<file path="src/rtl/cpumc_arbiter.sv">
// CPU/host bus arbiter for the CPU memory bus: request/grant handshake that stalls the CPU while the host owns the bus.
// Optional fairness (burst limit + CPU slot reservation) is built only when CPUMC_ARB_FAIRNESS_EN is defined.
module cpumc_arbiter #(
  parameter int unsigned BURST_MAX = 4,
  parameter int unsigned CPU_SLOT  = 2
) (
  input  logic        clk_in,
  input  logic        rst_in,
  input  logic [15:0] cpu_a_in,
  input  logic        cpu_r_nw_in,
  input  logic [7:0]  cpu_d_in,
  output logic        cpu_rdy_out,
  input  logic        host_req_in,
  input  logic        host_lock_in,
  input  logic [15:0] host_a_in,
  input  logic        host_r_nw_in,
  input  logic [7:0]  host_d_in,
  output logic        host_gnt_out,
  output logic        host_ack_out,
  output logic [7:0]  host_d_out,
  output logic [15:0] bus_a_out,
  output logic        bus_r_nw_out,
  output logic [7:0]  bus_d_out,
  input  logic [7:0]  bus_d_in,
  output logic        owner_out
);

  if (BURST_MAX == 0 || BURST_MAX > 15 || CPU_SLOT == 0 || CPU_SLOT > 15) begin : g_param_check
    $error("cpumc_arbiter: BURST_MAX and CPU_SLOT must be in 1..15");
  end

  typedef enum logic [2:0] {
    ST_CPU,
    ST_STALL,
    ST_ACCESS,
    ST_CAPTURE,
    ST_HOLD,
    ST_RELEASE
  } state_t;

  state_t      r_state;
  state_t      w_next;
  logic        w_slot_free;
  logic        w_burst_ok;
  logic        r_rdy;
  logic        r_owner;
  logic        r_gnt;
  logic        r_ack;
  logic [7:0]  r_host_d;
  logic [15:0] r_hold_a;
  logic [7:0]  r_hold_d;
  logic [15:0] w_bus_a;
  logic        w_bus_rnw;
  logic [7:0]  w_bus_d;

`ifdef CPUMC_ARB_FAIRNESS_EN
  localparam logic [3:0] LP_BURST_MAX = 4'(BURST_MAX);
  localparam logic [3:0] LP_CPU_SLOT  = 4'(CPU_SLOT);

  logic [3:0] r_burst;
  logic [3:0] r_slot;
  logic       r_forced;
  logic       w_forced;

  assign w_slot_free = (r_slot == '0);
  assign w_burst_ok  = host_lock_in || (r_burst < LP_BURST_MAX);
  assign w_forced    = ((r_state == ST_CAPTURE) || (r_state == ST_HOLD)) &&
                       host_req_in && !w_burst_ok;

  // r_forced remembers why we entered RELEASE so the slot reservation is only granted on a forced release.
  always_ff @(posedge clk_in) begin
    if (rst_in) begin
      r_burst  <= '0;
      r_slot   <= '0;
      r_forced <= 1'b0;
    end else begin
      if (r_state != ST_RELEASE) r_forced <= w_forced;

      if (r_state == ST_RELEASE) r_burst <= '0;
      else if (r_state == ST_ACCESS && r_burst != '1) r_burst <= r_burst + 4'd1;

      if (r_state == ST_RELEASE) r_slot <= r_forced ? LP_CPU_SLOT : '0;
      else if (r_state == ST_CPU && r_slot != '0) r_slot <= r_slot - 4'd1;
    end
  end
`else
  assign w_slot_free = 1'b1;
  assign w_burst_ok  = 1'b1;
`endif

  always_ff @(posedge clk_in) begin
    if (rst_in) r_state <= ST_CPU;
    else        r_state <= w_next;
  end

  always_comb begin
    w_next = r_state;
    case (r_state)
      ST_CPU:     if ((host_req_in || host_lock_in) && w_slot_free) w_next = ST_STALL;
      ST_STALL:   w_next = host_req_in ? ST_ACCESS : ST_HOLD;
      ST_ACCESS:  w_next = ST_CAPTURE;
      ST_CAPTURE: begin
        if (host_req_in && w_burst_ok) w_next = ST_ACCESS;
        else if (host_lock_in)         w_next = ST_HOLD;
        else                           w_next = ST_RELEASE;
      end
      ST_HOLD: begin
        if (host_req_in)       w_next = w_burst_ok ? ST_ACCESS : ST_RELEASE;
        else if (!host_lock_in) w_next = ST_RELEASE;
      end
      ST_RELEASE: w_next = ST_CPU;
      default:    w_next = ST_CPU;
    endcase
  end

  // Handshake outputs are registered from the next state so they line up with the state they describe.
  always_ff @(posedge clk_in) begin
    if (rst_in) begin
      r_rdy    <= 1'b1;
      r_owner  <= 1'b0;
      r_gnt    <= 1'b0;
      r_ack    <= 1'b0;
      r_host_d <= '0;
      r_hold_a <= '0;
      r_hold_d <= '0;
    end else begin
      r_rdy   <= (w_next == ST_CPU);
      r_owner <= (w_next != ST_CPU);
      r_gnt   <= (w_next == ST_ACCESS);
      r_ack   <= (r_state == ST_CAPTURE);
      if (r_state == ST_CAPTURE) r_host_d <= bus_d_in;
      if (r_state == ST_STALL || r_state == ST_ACCESS) begin
        r_hold_a <= w_bus_a;
        r_hold_d <= w_bus_d;
      end
    end
  end

  always_comb begin
    w_bus_a   = r_hold_a;
    w_bus_rnw = 1'b1;
    w_bus_d   = r_hold_d;
    case (r_state)
      ST_CPU: begin
        w_bus_a   = cpu_a_in;
        w_bus_rnw = cpu_r_nw_in;
        w_bus_d   = cpu_d_in;
      end
      ST_STALL: begin
        w_bus_a = cpu_a_in;
        w_bus_d = cpu_d_in;
      end
      ST_ACCESS: begin
        w_bus_a   = host_a_in;
        w_bus_rnw = host_r_nw_in;
        w_bus_d   = host_d_in;
      end
      default: ;
    endcase
  end

  assign cpu_rdy_out  = r_rdy;
  assign owner_out    = r_owner;
  assign host_gnt_out = r_gnt;
  assign host_ack_out = r_ack;
  assign host_d_out   = r_host_d;
  assign bus_a_out    = w_bus_a;
  assign bus_r_nw_out = w_bus_rnw;
  assign bus_d_out    = w_bus_d;

endmodule
</file>
<file path="config.mk">
export PLATFORM = sky130hd
export DESIGN_NAME = cpumc_arbiter
export DESIGN_NICKNAME = d
export VERILOG_FILES = /design/src/rtl/cpumc_arbiter.sv
export SDC_FILE = /design/constraint.sdc
export NUM_CORES = 1
export LEC_CHECK = 0
export CORE_ASPECT_RATIO = 2
export CORE_MARGIN = 3
export CORE_UTILIZATION = 40
export DETAILED_ROUTE_END_ITERATION = 12
export GPL_TIMING_DRIVEN = 0
export PLACE_DENSITY = 0.85
export RECOVER_POWER = 25
export SYNTH_ARGS = -nofsm -noshare
export SYNTH_HDL_FRONTEND = slang
export SYNTH_SLANG_ARGS = --single-unit
</file>
<file path="constraint.sdc">
create_clock -name clk_in -period 2.14 [get_ports clk_in]
set_clock_uncertainty 0.1 [all_clocks]
set_input_delay 0.214 -clock clk_in [delete_from_list [all_inputs] [get_ports clk_in]]
set_output_delay 0.214 -clock clk_in [all_outputs]
set_load 0.01 [all_outputs]
</file>
==> flow_metrics.py, run 1 <==
metrics = {
    "run_status": {
        "status": "complete, no violations",
    },
    "finish": {
        "nFillCells": 403,
        "seq_area_um2": 783.3,
        "fin_area_mm2": 0.003167,
        "drive_gt1_frac": 0.1672,
        "final_cell_mix": "60 x clkdlybuf4s50_1, 37 x dfxtp_1, 23 x a21oi_1",
        "antenna_cells": 0,
        "layout.nets": 390,
        "multi_input_area_mm2": 0.001095,
        "final_common_cell": "clkdlybuf4s50_1",
        "synthToLayoutAreaGrowth_pct": 59.79,
    },
    "synth": {
        "synthDistinctLibCells": 33,
        "synthMuxAreaShare": 0.01010,
        "syn_area_per_cell_um2": 8.968,
        "synth_top_family_by_area": "compound AO/OA/AOI/OAI gates",
        "synth.net_count": 283,
        "synth_xor_area_frac": 0.004419,
        "synth_simple_gate_area_frac": 0.1723,
        "yosys_warnings": 0,
        "synth_compound_area_frac": 0.3529,
        "synthAdderAreaFrac": 0,
        "synth_seq_area_share": 0.3939,
        "syn-cell-area_mm2": 0.001982,
        "synth_cells": 221,
        "ys_ff_latch": 39,
    },
    "global_route": {
        "antenna_found_initial": 0,
        "grt_max_degree": 12,
        "grt_overflow_total": 0,
        "grt_pass1_vias": 2289,
        "grt_usage": 0.2226,
        "grt_pass1_wl_um": 10640,
    },
    "sta": {
        "fin_crit_sh": 0.9746,
        "min_period_ns": 2.086,
        "slew_violations": 0,
        "setup_viol": 0,
        "finalHoldViolCount": 0,
        "max_freq_mhz": 479.5,
        "relSlewSlack": 0.6364,
        "tightest_slew_ns": 0.5453,
    },
    "placement": {
        "place.gp.congestion": 0.7555,
        "dpl_cell_area_mm2": 0.003022,
        "portBuffers": 97,
        "dp_hpwl_um": 4856,
    },
    "power_and_ir_drop": {
        "ir_worst_vdd_mv": 0.5038,
        "powerDensity_mw_per_mm2": 660.6,
        "finalPower_mw": 2.092,
        "leakage_nw": 1.209,
    },
    "route": {
        "drtPass1Iterations": 4,
        "drc": 0,
        "antenna_left": 0,
        "drt_wl_total_um": 6593,
        "via_count": 2249,
        "detail_route.wl_per_cell_um": 17.17,
        "first_iter_violations": 79,
        "avgViaCountPerCell": 5.857,
    },
    "worst_setup_path": {
        "crit_family": "buffers and inverters",
        "crit_slowest_cell": "or2_2",
        "rr_worst_depth": 6,
        "r2r-end": "r_hold_d[0]",
        "cp_slowest_stage_delay_ns": 0.33,
        "r2r-start": "r_state[1]",
        "critPathBufInv": 3,
        "worstSetupPathDepth": 5,
        "crit_path_max_fanout": 10,
        "arrival_ns": 1.77,
        "start_kind": "flip-flop",
        "r2r_slack_ns": 0.43,
        "worstPathRequired_ns": 1.83,
        "path_cells": "buf_6 > or2_2 > buf_6 > o221a_2 > dlygate4sd2_1",
        "crit_top_cell": "buf_6",
        "setup.worst_path.class": "reg -> out",
        "end_kind": "output pin",
    },
    "floorplan": {
        "ioPinCount": 99,
        "initial_core_util": 0.4230,
        "dieHeight_um": 105.5,
        "die_w_um": 55.78,
        "coreArea_mm2": 0.004686,
        "dieArea_mm2": 0.005887,
        "rows": 35,
    },
    "min_path": {
        "min-delay-start": "rst_in",
        "hold_path.class": "in -> reg",
        "min_path_cells": 2,
        "hold_end": "r_state[1]",
    },
    "clock_network": {
        "cts_buffer_depth": 2,
        "htreeDepth": 2,
        "insertion_delay_ns": 0.29,
        "clock-sinks": 39,
        "cts.clk_slew.worst_paths_ns": 0.07,
        "hold_buffers": 0,
        "cts_buffers": 5,
        "cts_root_buffer": "clkbuf_8",
        "cts_tree": "yes",
    },
    "run": {
        "drv_cap": 0,
    },
}
cell type report:
cell class / instances / share of cell area
tap: 55 / 0.02173
multi-input combinational: 155 / 0.3457
buffer: 24 / 0.05650
timing repair buffer: 100 / 0.2979
clock buffer: 7 / 0.02410
clock inverter: 1 / 0.001580
inverter: 3 / 0.005136
sequential: 39 / 0.2473
report_power, final:
part / switching (mW) / internal (mW)
clock: 0.252 / 0.229
combinational: 0.365 / 0.403
sequential: 0.0403 / 0.802
state kept, by name (all words and copies together), names as in the netlist:
register,count
cpu_rdy_out,1
host_ack_out,1
host_gnt_out,1
owner_out,1
r_hold_d,8
r_hold_a,16
r_state,3
host_d_out,8
per-layer routing:
metal  up-vias  track usage  wire, um
li1       1085            -         -
met1      1045       0.2445      2334
met2        99       0.3975      3597
met3        20      0.03309       420
met4         0       0.1235       240
met5         -            0         0
cell usage after synthesis:
library cell	number	area (um^2)
dfxtp_1	39	780.8
a21oi_1	24	120.1
nor2_1	16	60.06
o22ai_1	14	87.58
a22oi_1	12	90.09
o2bb2ai_1	12	105.1
a32o_1	11	110.1
clkbuf_1	11	41.29
o221a_2	11	123.9
or4b_1	11	110.1
nand2_1	10	37.54
buf_2	9	45.04
nand3_1	9	45.04
nor2b_1	4	25.02
a211oi_1	3	22.52
buf_4	3	22.52
nor3_1	3	15.01
inv_1	2	7.510
mux2i_1	2	20.02
or2_2	2	12.51
a21oi_2	1	8.760
and4_1	1	8.760
buf_6	1	11.26
clkinv_1	1	3.750
nand2b_1	1	6.260
nand3b_1	1	7.510
nor3b_1	1	7.510
o21ai_0	1	5.000
o21ba_2	1	10.01
o21bai_1	1	7.510
o311ai_0	1	8.760
or3_1	1	6.260
xor2_1	1	8.760
kinds of logic (layout without fill, tap and decap cells):
family          Yosys count  in the layout
buf+inv                  27            135
flops                    39             39
compound gates           92             92
simple gates             60             60
xor+xnor                  1              1
mux                       2              2
through the flow:
| step | std cells | utilization | setup TNS (ns) | hold slack (ns) | setup slack [ns] |
|---|---|---|---|---|---|
| 3_3_place_gp | 373 | 0.6449 | -3.875 | 0.3432 | -0.3396 |
| 5_1_grt | 384 | 0.6758 | -0.004337 | 0.3139 | -0.004337 |
| 3_5_place_dp | 373 | 0.6449 | -3.833 | 0.3457 | -0.3259 |
| 6_report | 384 | 0.6758 | 0 | 0.2733 | 0.05435 |
| 2_1_floorplan | 221 | - | 0 | 0.1933 | 0.4417 |
| 4_1_cts | 381 | 0.6705 | 0 | 0.2679 | 0.001309 |
worst max-delay path by stage:
stage / from / end / slack (ns)
after global routing: r_state[0] / bus_a_out[5] / -0.004
after detailed placement: r_state[1] / bus_a_out[14] / -0.33
after CTS: r_state[1] / bus_d_out[7] / 0.001
final: r_state[1] / bus_a_out[5] / 0.05
after global placement: r_state[1] / bus_a_out[8] / -0.34
after floorplan: r_state[1] / bus_a_out[12] / 0.44
what timing repair did:
item	4_1_cts	5_1_grt
cloned	0	1
resized for setup	53	25
setup buffers	0	2
endpoints found under the setup margin	25	21
pin swaps	0	3
Note: power is estimated with default switching activity, not from simulation.
==> inputs of run 2 (changes only) <==
GPL_TIMING_DRIVEN = 1   (was 0)
==> run 2 against run 1 <==
Global-route usage down 0.47 points; critical path depth shrank 1; setup slack better by 0.019 ns; power grew 2.5%; first-iteration DRC count increased by 25%.
==> flow_metrics.py, run 2 (synthesis gave the netlist of run 1 again) <==
metrics = {
    "min_path": {
        "hold_path.class": "reg -> reg",
    },
    "clock_network": {
        "post-cts-setup-buffer-count": 0,
        "clock-sinks": 39,
        "cts.clk_slew.worst_paths_ns": 0.08,
        "cts_root_buffer": "clkbuf_8",
        "cts_tree": "yes",
        "insertion_delay_ns": 0.28,
        "cts_buffer_depth": 2,
        "htreeDepth": 2,
        "cts_buffers": 5,
    },
    "floorplan": {
        "initial_core_util": 0.4230,
        "coreArea_mm2": 0.004686,
        "rows": 35,
        "ioPinCount": 99,
        "dieArea_mm2": 0.005887,
        "dieHeight_um": 105.5,
        "die_w_um": 55.78,
    },
    "sta": {
        "relSlewSlack": 0.2260,
        "finalHoldViolCount": 0,
        "setup_viol": 0,
        "slew_violations": 0,
        "max_freq_mhz": 483.8,
        "setup-tns-final_ns": 0,
        "tightest_slew_ns": 1.161,
        "fin_hold_ws_ns": 0.3568,
        "fin_crit_sh": 0.9658,
        "min_period_ns": 2.067,
        "rsz0062_at_grt": "no",
    },
    "placement": {
        "portBuffers": 98,
        "post-place-cells": 367,
        "dp_hpwl_um": 4832,
        "place.gp.congestion": 0.7925,
        "dpl_cell_area_mm2": 0.003055,
    },
    "power_and_ir_drop": {
        "ir_worst_vdd_mv": 0.5444,
        "powerDensity_mw_per_mm2": 679.5,
        "leakage_nw": 1.205,
    },
    "global_route": {
        "grt_max_degree": 24,
        "grt_pass1_vias": 2273,
        "grt_usage": 0.2179,
        "grt_pass1_wl_um": 10350,
        "grt_overflow_total": 0,
        "antenna_found_initial": 0,
    },
    "worst_setup_path": {
        "crit_path_max_fanout": 13,
        "path_cells": "buf_12 > or4b_1 > o221a_2 > dlygate4sd2_1",
        "cp_slowest_stage_delay_ns": 0.54,
        "end_kind": "output pin",
        "setup.worst_path.class": "reg -> out",
        "r2r_slack_ns": 0.21,
        "start_kind": "flip-flop",
        "arrival_ns": 1.75,
        "worstPathRequired_ns": 1.83,
        "crit_slowest_cell": "or4b_1",
    },
    "finish": {
        "final_cell_mix": "62 x clkdlybuf4s50_1, 38 x dfxtp_1, 24 x dlygate4sd2_1",
        "fin_cells": 375,
        "drive_gt1_frac": 0.1313,
        "largest_reg_flops": 16,
        "antenna_cells": 0,
        "utilization": 0.6737,
        "synthToLayoutAreaGrowth_pct": 59.28,
        "fin_area_mm2": 0.003157,
        "regMostFlops": "r_hold_a",
        "final_common_cell": "clkdlybuf4s50_1",
        "layout.nets": 381,
    },
    "route": {
        "drtPass1Iterations": 4,
        "via_count": 2229,
        "avgViaCountPerCell": 5.944,
        "drc": 0,
        "first_iter_violations": 99,
        "antenna_left": 0,
        "drt_wl_total_um": 6477,
        "detail_route.wl_per_cell_um": 17.27,
    },
    "run_status": {
        "status": "complete, no violations",
    },
    "run": {
        "drv_cap": 0,
    },
}
==> run 2: cell types whose count changed in the layout (fill, tap and decap cells not counted), sizes merged <==
cell	delta
clkdlybuf4s50	+2
clkinv	-1
dlygate4sd2	+9
clkbuf	-16
clkdlybuf4s15	-3
==> run 2: cell type report <==
cell class	instances	area, um^2
Sequential cell	39	782.0
Timing Repair Buffer	115	1110
Multi-Input combinational cell	155	1084
Tap cell	55	68.82
Fill cell	414	1529
Inverter	3	12.51
Clock buffer	8	100.1
==> run 2: per-layer routing <==
| metal | up-vias | share of wire | global-route usage |
|---|---|---|---|
| met5 | - | 0 | 0 |
| met4 | 0 | 0.031 | 0.1130 |
| met3 | 18 | 0.043 | 0.03554 |
| met2 | 79 | 0.56 | 0.4042 |
| met1 | 1073 | 0.37 | 0.2271 |
| li1 | 1059 | - | - |
==> run 2: worst paths after layout <==
path / startpoint / end / cells after the start
min reg2reg: host_d_out[4] / host_d_out[4] / 2
min: host_d_out[4] / host_d_out[4] / 2
max reg2reg: r_state[0] / r_hold_d[6] / 4
max: r_state[0] / bus_a_out[4] / 4
==> run 2: worst max-delay path: cells and delay by family, from the launching register on <==
family	cells	cell delay, ns
AO/OA/AOI/OAI	1	0.16
AND/OR/NAND/NOR	1	0.54
flip-flops	1	0.34
buffers and inverters	2	0.43
==> run 2: power breakdown <==
| part | switching [mW] | internal [mW] | leakage, nW |
|---|---|---|---|
| registers | 0.0407 | 0.802 | 0.320 |
| logic | 0.353 | 0.399 | 0.834 |
| clock network | 0.256 | 0.294 | 0.0515 |
==> run 2: stage by stage <==
step / setup slack, ns / power (mW)
after floorplan: 0.4417 / 1.251
final: 0.07323 / 2.145
after global placement: 0.09438 / 1.641
after global routing: 0.01256 / 2.245
after detailed placement: 0.07915 / 1.656
after CTS: 0.01308 / 2.161
==> run 2: repair_timing <==
item	CTS	global route
hold buffers	0	0
gates resized for setup	30	3
setup endpoints to repair	24	6
==> inputs of run 3 (changes only) <==
CELL_PAD_IN_SITES_DETAIL_PLACEMENT = 1   (was unset)
CELL_PAD_IN_SITES_GLOBAL_PLACEMENT = 1   (was unset)
CORE_MARGIN = unset   (was 3)
CORE_UTILIZATION = 28   (was 40)
CTS_CLUSTER_SIZE = 14   (was unset)
PLACE_DENSITY = 0.84   (was 0.85)
==> run 3 against run 2 <==
Design area rose by 3.3%; setup slack worse by 0.026 ns; count of clock-buffer cells in the layout is 2 lower; power is 9.4% higher; non-clock buffer count increased by 1; global-route usage fell by 2.1 points; cell count rose by 9.3%; first-iteration DRC count decreased by 15%.
==> flow_metrics.py, run 3 (synthesis gave the netlist of run 1 again) <==
metrics = {
    "min_path": {
        "hold_path.class": "reg -> reg",
        "min_path_cells": 2,
    },
    "sta": {
        "setup_viol": 0,
        "setup-tns-final_ns": 0,
        "rsz0062_at_grt": "no",
        "min_period_ns": 2.093,
        "max_freq_mhz": 477.9,
        "slew_violations": 0,
        "fin_ws_ns": 0.04733,
        "fin_crit_sh": 0.9779,
        "relSlewSlack": 0.2304,
        "finalHoldViolCount": 0,
        "tightest_slew_ns": 1.154,
    },
    "finish": {
        "synthToLayoutAreaGrowth_pct": 64.52,
        "drive_gt1_frac": 0.1406,
        "final_cell_mix": "70 x clkdlybuf4s50_1, 37 x dfxtp_1, 24 x dlygate4sd2_1",
        "regMostFlops": "r_hold_a",
        "nFillCells": 852,
        "utilization": 0.4735,
        "antenna_cells": 0,
        "final_common_cell": "clkdlybuf4s50_1",
        "layout.nets": 382,
        "largest_reg_flops": 16,
    },
    "floorplan": {
        "initial_core_util": 0.2878,
        "die_w_um": 61.49,
        "dieHeight_um": 121.0,
        "ioPinCount": 99,
        "rows": 43,
        "coreArea_mm2": 0.006887,
        "dieArea_mm2": 0.007439,
    },
    "placement": {
        "place.gp.congestion": 0.8052,
        "portBuffers": 98,
        "dp_hpwl_um": 5399,
        "dp_worst_setup_slack_ns": -0.01789,
    },
    "global_route": {
        "grt_max_degree": 24,
        "grt_usage": 0.1968,
        "grt_pass1_vias": 2287,
        "antenna_found_initial": 0,
        "grt_pass1_wl_um": 10920,
        "grt_overflow_total": 0,
    },
    "clock_network": {
        "clock-sinks": 39,
        "cts_buffers": 5,
        "cts_buffer_depth": 2,
        "hold_buffers": 0,
        "htreeDepth": 2,
        "cts.clk_slew.worst_paths_ns": 0.05,
        "cts_root_buffer": "clkbuf_16",
        "cts_tree": "yes",
        "insertion_delay_ns": 0.28,
    },
    "power_and_ir_drop": {
        "powerDensity_mw_per_mm2": 719.3,
        "ir_worst_vdd_mv": 0.3747,
        "leakage_nw": 1.207,
    },
    "worst_setup_path": {
        "end_kind": "output pin",
        "arrival_ns": 1.78,
        "rr_worst_depth": 3,
        "crit_path_max_fanout": 19,
        "setup.worst_path.class": "reg -> out",
        "start_kind": "flip-flop",
        "worstPathRequired_ns": 1.83,
    },
    "route": {
        "avgViaCountPerCell": 5.466,
        "via_count": 2241,
        "drc": 0,
        "detail_route.wl_per_cell_um": 17.44,
        "drtPass1Iterations": 4,
        "drt_wl_total_um": 7152,
        "antenna_left": 0,
        "first_iter_violations": 84,
    },
    "run": {
        "drv_cap": 0,
    },
    "run_status": {
        "status": "complete, no violations",
    },
}
[run 3: worst max-delay path, cell delays in order (launching register included)]
cell and delay (ns):
dfxtp_1 0.36, buf_12 0.17, or4b_1 0.52, o221a_2 0.16, dlygate4sd2_1 0.29
[run 3: layout make-up]
type                       instances  area (um^2)  area share
tap                               90        112.6     0.03454
sequential                        39        785.8      0.2410
inverter                           3        12.51    0.003837
multi-input combinational        155         1084      0.3323
timing repair buffer             116         1122      0.3442
clock inverter                     1        5.005    0.001535
clock buffer                       6        138.9     0.04259
[run 3: power breakdown]
part | total [mW] | switching [mW] | internal (mW) | leakage, nW
logic | 0.758 | 0.357 | 0.401 | 0.814
clock network | 0.739 | 0.284 | 0.455 | 0.0727
registers | 0.849 | 0.0454 | 0.804 | 0.320
total | 2.35 | 0.686 | 1.66 | 1.21
[run 3: what timing repair did]
action                     in CTS  in global routing
setup endpoints to repair      27                  6
gates resized for setup        31                  3
setup buffers                   1                  0
[run 3: through the flow]
stage	hold WS, ns	instances	power (mW)	area [um^2]
floorplan	0.1933	221	1.251	1982
global placement	0.3423	402	1.652	3112
detailed placement	0.3533	402	1.675	3112
CTS	0.3649	410	2.378	3256
global route	0.3816	410	2.459	3261
finish	0.3637	410	2.346	3261
[run 3: path summary, 6_finish.rpt]
path	startpoint	end	slack [ns]
setup / recovery	r_state[2]	bus_a_out[6]	0.05
hold / removal	host_d_out[1]	host_d_out[1]	0.36
setup reg to reg	r_state[2]	r_hold_a[4]	0.20
hold reg to reg	host_d_out[1]	host_d_out[1]	0.36
[run 3: per-layer routing]
metal / vias up / GRT usage / routed length [um]
met4: 0 / 0.09444 / 244
li1: 1061 / - / -
met3: 16 / 0.03731 / 328
met1: 1085 / 0.1979 / 2598
met5: - / 0 / 0
met2: 79 / 0.3616 / 3981
